## config.mk

```make
export PLATFORM = sky130hd
export DESIGN_NAME = serial_addsub
export DESIGN_NICKNAME = d
export VERILOG_FILES = /design/src/rtl/serial_addsub_pkg.sv /design/src/rtl/serial_addsub_digit_addsub.sv /design/src/rtl/serial_addsub.sv
export SDC_FILE = /design/constraint.sdc
export NUM_CORES = 1
export LEC_CHECK = 0
export ABC_AREA = 1
export CAP_MARGIN = 40
export CORE_ASPECT_RATIO = 0.75
export CORE_MARGIN = 5
export CORE_UTILIZATION = 25
export DETAILED_ROUTE_END_ITERATION = 12
export GPL_TIMING_DRIVEN = 0
export PLACE_DENSITY = 0.52
export SLEW_MARGIN = 30
export SYNTH_ARGS = -nofsm -noshare
export SYNTH_HDL_FRONTEND = slang
export SYNTH_SLANG_ARGS = --single-unit
```

## constraint.sdc

```tcl
create_clock -name clk -period 1.5 [get_ports clk]
set_input_delay 0.3 -clock clk [delete_from_list [all_inputs] [get_ports clk]]
set_output_delay 0.3 -clock clk [all_outputs]
set_load 0.02 [all_outputs]
```

## src/rtl/serial_addsub_pkg.sv

```systemverilog
// Shared definitions for the digit-serial add/subtract unit: FSM states and
// the digit-counter width helper.
package serial_addsub_pkg;

    typedef enum logic [1:0] {
        ST_IDLE = 2'd0,
        ST_RUN  = 2'd1,
        ST_DONE = 2'd2
    } state_t;

    // Counter width for K digit cycles: clog2(K), never less than 1 bit.
    function automatic int unsigned cnt_width(input int unsigned k);
        return (k <= 1) ? 1 : $clog2(k);
    endfunction

endpackage

```

## src/rtl/serial_addsub_digit_addsub.sv

```systemverilog
// Combinational D-bit add/subtract slice; in subtract mode cin/cout are
// borrow-in/borrow-out.
module digit_addsub #(
    parameter int unsigned D = 4
) (
    input  logic [D-1:0] i_a,
    input  logic [D-1:0] i_b,
    input  logic         i_cin,
    input  logic         i_sub,
    output logic [D-1:0] o_s,
    output logic         o_cout
);

    logic [D:0] w_c;

    always_comb begin
        w_c    = '0;
        o_s    = '0;
        w_c[0] = i_cin;
        for (int i = 0; i < int'(D); i++) begin
            o_s[i] = i_a[i] ^ i_b[i] ^ w_c[i];
            if (i_sub) begin
                w_c[i+1] = (~i_a[i] & i_b[i]) | (~i_a[i] & w_c[i]) | (i_b[i] & w_c[i]);
            end else begin
                w_c[i+1] = (i_a[i] & i_b[i]) | (i_a[i] & w_c[i]) | (i_b[i] & w_c[i]);
            end
        end
    end

    assign o_cout = w_c[D];

endmodule

```

## src/rtl/serial_addsub.sv

```systemverilog
// Digit-serial N-bit add/subtract unit: one D-bit digit per clock, LSB first,
// with valid/ready handshakes and carry/borrow, overflow and zero flags.
module serial_addsub
    import serial_addsub_pkg::*;
#(
    parameter int unsigned N = 16,
    parameter int unsigned D = 4
) (
    input  logic         clk,
    input  logic         rst_n,
    input  logic         in_valid,
    output logic         in_ready,
    input  logic [N-1:0] a,
    input  logic [N-1:0] b,
    input  logic         sub,
    output logic         out_valid,
    input  logic         out_ready,
    output logic [N-1:0] result,
    output logic         cout,
    output logic         ovf,
    output logic         zero
);

    localparam int unsigned K  = (D == 0) ? 1 : N / D;
    localparam int unsigned CW = cnt_width(K);

    if (N < 1 || D < 1 || D > N || (N % D) != 0) begin : g_param_check
        $error("serial_addsub: illegal N=%0d / D=%0d", N, D);
    end

    state_t          r_state;
    logic [N-1:0]    r_a;
    logic [N-1:0]    r_b;
    logic [N-1:0]    r_acc;
    logic [CW-1:0]   r_cnt;
    logic            r_sub;
    logic            r_carry;
    logic            r_a_msb;
    logic            r_b_msb;

    logic [D-1:0]    w_s;
    logic            w_cout;
    logic [N-1:0]    w_acc_next;
    logic            w_last;
    logic            w_ovf_next;

    digit_addsub #(.D(D)) u_digit (
        .i_a    (r_a[D-1:0]),
        .i_b    (r_b[D-1:0]),
        .i_cin  (r_carry),
        .i_sub  (r_sub),
        .o_s    (w_s),
        .o_cout (w_cout)
    );

    // New digit enters at the top; after K shifts the accumulator is aligned.
    assign w_acc_next = (r_acc >> D) | (N'(w_s) << (N - D));
    assign w_last     = (r_cnt == CW'(K - 1));
    assign w_ovf_next = (r_sub ? (r_a_msb != r_b_msb) : (r_a_msb == r_b_msb))
                        && (w_acc_next[N-1] != r_a_msb);

    always_ff @(posedge clk or negedge rst_n) begin
        if (!rst_n) begin
            r_state   <= ST_IDLE;
            r_a       <= '0;
            r_b       <= '0;
            r_acc     <= '0;
            r_cnt     <= '0;
            r_sub     <= 1'b0;
            r_carry   <= 1'b0;
            r_a_msb   <= 1'b0;
            r_b_msb   <= 1'b0;
            in_ready  <= 1'b1;
            out_valid <= 1'b0;
            result    <= '0;
            cout      <= 1'b0;
            ovf       <= 1'b0;
            zero      <= 1'b0;
        end else begin
            case (r_state)
                ST_IDLE: begin
                    if (in_valid) begin
                        r_a      <= a;
                        r_b      <= b;
                        r_sub    <= sub;
                        r_a_msb  <= a[N-1];
                        r_b_msb  <= b[N-1];
                        r_cnt    <= '0;
                        r_carry  <= 1'b0;
                        r_acc    <= '0;
                        in_ready <= 1'b0;
                        r_state  <= ST_RUN;
                    end
                end
                ST_RUN: begin
                    r_a     <= r_a >> D;
                    r_b     <= r_b >> D;
                    r_carry <= w_cout;
                    r_acc   <= w_acc_next;
                    r_cnt   <= r_cnt + CW'(1);
                    if (w_last) begin
                        result    <= w_acc_next;
                        cout      <= w_cout;
                        ovf       <= w_ovf_next;
                        zero      <= (w_acc_next == '0);
                        out_valid <= 1'b1;
                        r_state   <= ST_DONE;
                    end
                end
                ST_DONE: begin
                    if (out_ready) begin
                        out_valid <= 1'b0;
                        in_ready  <= 1'b1;
                        r_state   <= ST_IDLE;
                    end
                end
                default: begin
                    out_valid <= 1'b0;
                    in_ready  <= 1'b1;
                    r_state   <= ST_IDLE;
                end
            endcase
        end
    end

endmodule

```

==> reports/metrics.yaml <==
drc: 0
maxSlewViolCount: 0
vias_per_cell: 4.50
cts.sinks: 73
io_pins: 58
cp_data_arrival_time_ps: 1890
fmax_ghz: 0.601
min_period_ps: 1660
initial_utilization: 0.256
grt_pass1_wl_mm: 14.4
violations: "setup timing"
crit_fanout: 3
setup_viol: 9
antenna_found_initial: 0
r2r_slack_ps: -160
placed_area_sq_um: 4150
dp_slack_ps: -342
cpPeakStageDelay_ps: 340
ys_async_sr_fraction: 1.00
hold_viol_final: 0
synthesis.nets: 395
slew_headroom: 0.674
leakagePower_nw: 2.17
die_area_sq_um: 15800
syn_inst: 349
status: "finished with violations"
synthTopCellsByCount: "72 x dfrtp_1, 57 x nand2_1, 51 x inv_1, 26 x o21ai_0, 24 x nor3_1"
firstDrtPassIters: 4
path_clk_slew_ps: 60
rsz0062_at_grt: "yes"
coreArea_sq_um: 13000
synth.area.top_cells: "dfrtp_1 54%, nand2_1 6.4%, a221oi_1 6.0%"
hold_class: "reg -> reg"
synth-seq-cells: 73
rows: 36
cpMaxStageDelayCell: "dfrtp_1"
wire_per_inst_um: 14.4
clk_path_buf_depth: 2
grt_overflow: 0
place_inst: 578
final_cells: 604
root_buffer: "clkbuf_16"
crit_end: "cout"
ant_nets: 0
peakVddDrop_mv: 0.844
grt_pass1_vias: 2749
ys_types: 34
crit_chain: "inv_1 -> ha_1 -> or2_2 -> o21ai_0 -> nand3_4 -> nand2_4 -> o21ai_1 -> nand2_1 -> o21ai_1"
reg2reg_from: "r_a[2]"
r2r_cells: 9
start_kind: "register"
drt_iter0_drc: 171
syn-cell-area_sq_um: 3340
seq_area_frac_synth: 0.548
clkLatencyLatePin_ps: 340
portBuffers: 57
grt_max_degree: 39
yosys.area.top_type: "dfrtp_1"
synth_top_area_share: 0.540
finalNetCount: 474
htree_levels: 3
die_w_um: 143
worst_slew_pin_slew_ps: 490
cts_tree: "yes"
finalClockSkew_ps: 5.70
max_cap_viol_count: 0
yosysMostFrequentCell: "dfrtp_1"
drt_wl_total_mm: 8.67
place_hpwl_mm: 6.34
cp-startpoint: "r_a[2]"
grtUsageTotal: 0.118
reg2reg_to: "cout"
synth_flop_cell: "dfrtp_1"
worstSetupPathType: "reg -> reg"
final.setup.tns_ps: -964
numCtsBuffers: 9
area_growth_pct: 37.6
synth_warnings: 0
min_period_over_period: 1.11
diodes: 0
vias: 2715
synth_edf_count: 0
fp.dieH_um: 110
worstPathRequired_ps: 1720
synth.avg_cell_area_sq_um: 9.56
setup_ws_ps: -163
p_per_area_nw_per_um2: 2410
holdWs_ps: 472
drive_gt1_frac: 0.171
cp-end-kind: "register"
design_area_sq_um: 4590
place_congestion: 0.787
critPathMostFrequentCell: "o21ai_1"
cells in the final DEF, fill, tap and decap left out, drive strengths merged:
cell type / n
a21boi: 1
a21oi: 1
a221oi: 23
a22o: 2
buf: 21
clkbuf: 20
clkdlybuf4s15: 1
clkdlybuf4s50: 35
clkinv: 3
dfrtp: 72
dfstp: 1
dlygate4sd2: 20
dlygate4sd3: 1
ha: 9
inv: 57
nand2: 62
nand3: 8
nand3b: 1
nand4: 3
nor2: 14
nor3: 24
nor4: 1
o21a: 1
o21ai: 36
o22ai: 11
or2: 1
xnor2: 2
xor2: 2
timing repair:
| item | in CTS | in global routing |
|---|---|---|
| hold endpoints to repair | 37 | 0 |
| buffers inserted | 4 | 5 |
| pin swaps | 14 | 10 |
| endpoints found under the setup margin | 78 | 61 |
| hold buffers | 1 | 0 |
| gates resized for setup | 37 | 22 |
final cells by class:
cell class / count / area (sq um)
inverter: 57 / 221
multi-input combinational: 202 / 1290
fill: 1341 / 8430
clock buffer: 13 / 260
sequential: 73 / 1830
clock inverter: 3 / 15.0
tap: 171 / 214
buffer: 17 / 120
timing repair buffer: 68 / 644
kinds of logic after synthesis:
group	Yosys count	share of synthesized area
flip-flops	73	0.548
AO/OA/AOI/OAI	75	0.147
AND/OR/NAND/NOR	114	0.163
XOR/XNOR	4	0.0128
buffers and inverters	74	0.0949
adder cells (fa/ha/maj)	9	0.0338
worst max-delay path, delay by kind of cell, from the launching register on:
kind	cells	cell delay, ps
AOI/OAI and AO/OA	3	300
DFF	1	340
buffers and inverters	1	80
and+or+nand+nor	4	650
adders and majority gates	1	190
state kept, by name, indices dropped and copies added, names as in the netlist, 2 cells and up:
register / count
r_acc: 12
r_state: 2
result: 16
r_b: 16
r_a: 16
r_cnt: 2
report_power, final:
part           leakage [nW]  switching [mW]  internal, mW
registers             0.900           0.411          2.89
logic                  1.13            3.41          2.38
clock network         0.139           0.785          1.20
total                  2.17            4.60          6.48
per-stage QoR:
stage / util / total power [mW]
finish: 0.353 / 11.1
global route: 0.353 / 12.0
CTS: 0.344 / 10.7
detailed placement: 0.319 / 8.54
global placement: 0.317 / 8.44
floorplan: - / 6.87
metal layers:
| layer | vias up | track usage | wire [um] |
|---|---|---|---|
| met5 | - | 0 | 0 |
| met4 | 0 | 0.0302 | 76 |
| met3 | 9 | 0.0431 | 626 |
| met2 | 70 | 0.165 | 3550 |
| met1 | 1296 | 0.170 | 4420 |
| li1 | 1340 | - | - |
worst min-delay path by stage:
| stage | from | to | slack [ps] | cells past startpoint |
|---|---|---|---|---|
| after floorplan | rst_n | cout | 4 | 0 |
| after global placement | result[0] | result[0] | 460 | 2 |
| after detailed placement | rst_n | result[3] | 300 | 1 |
| after CTS | result[0] | result[0] | 470 | 2 |
| after global routing | result[0] | result[0] | 490 | 2 |
| final | result[0] | result[0] | 470 | 2 |
(Power assumes the default switching activity.)
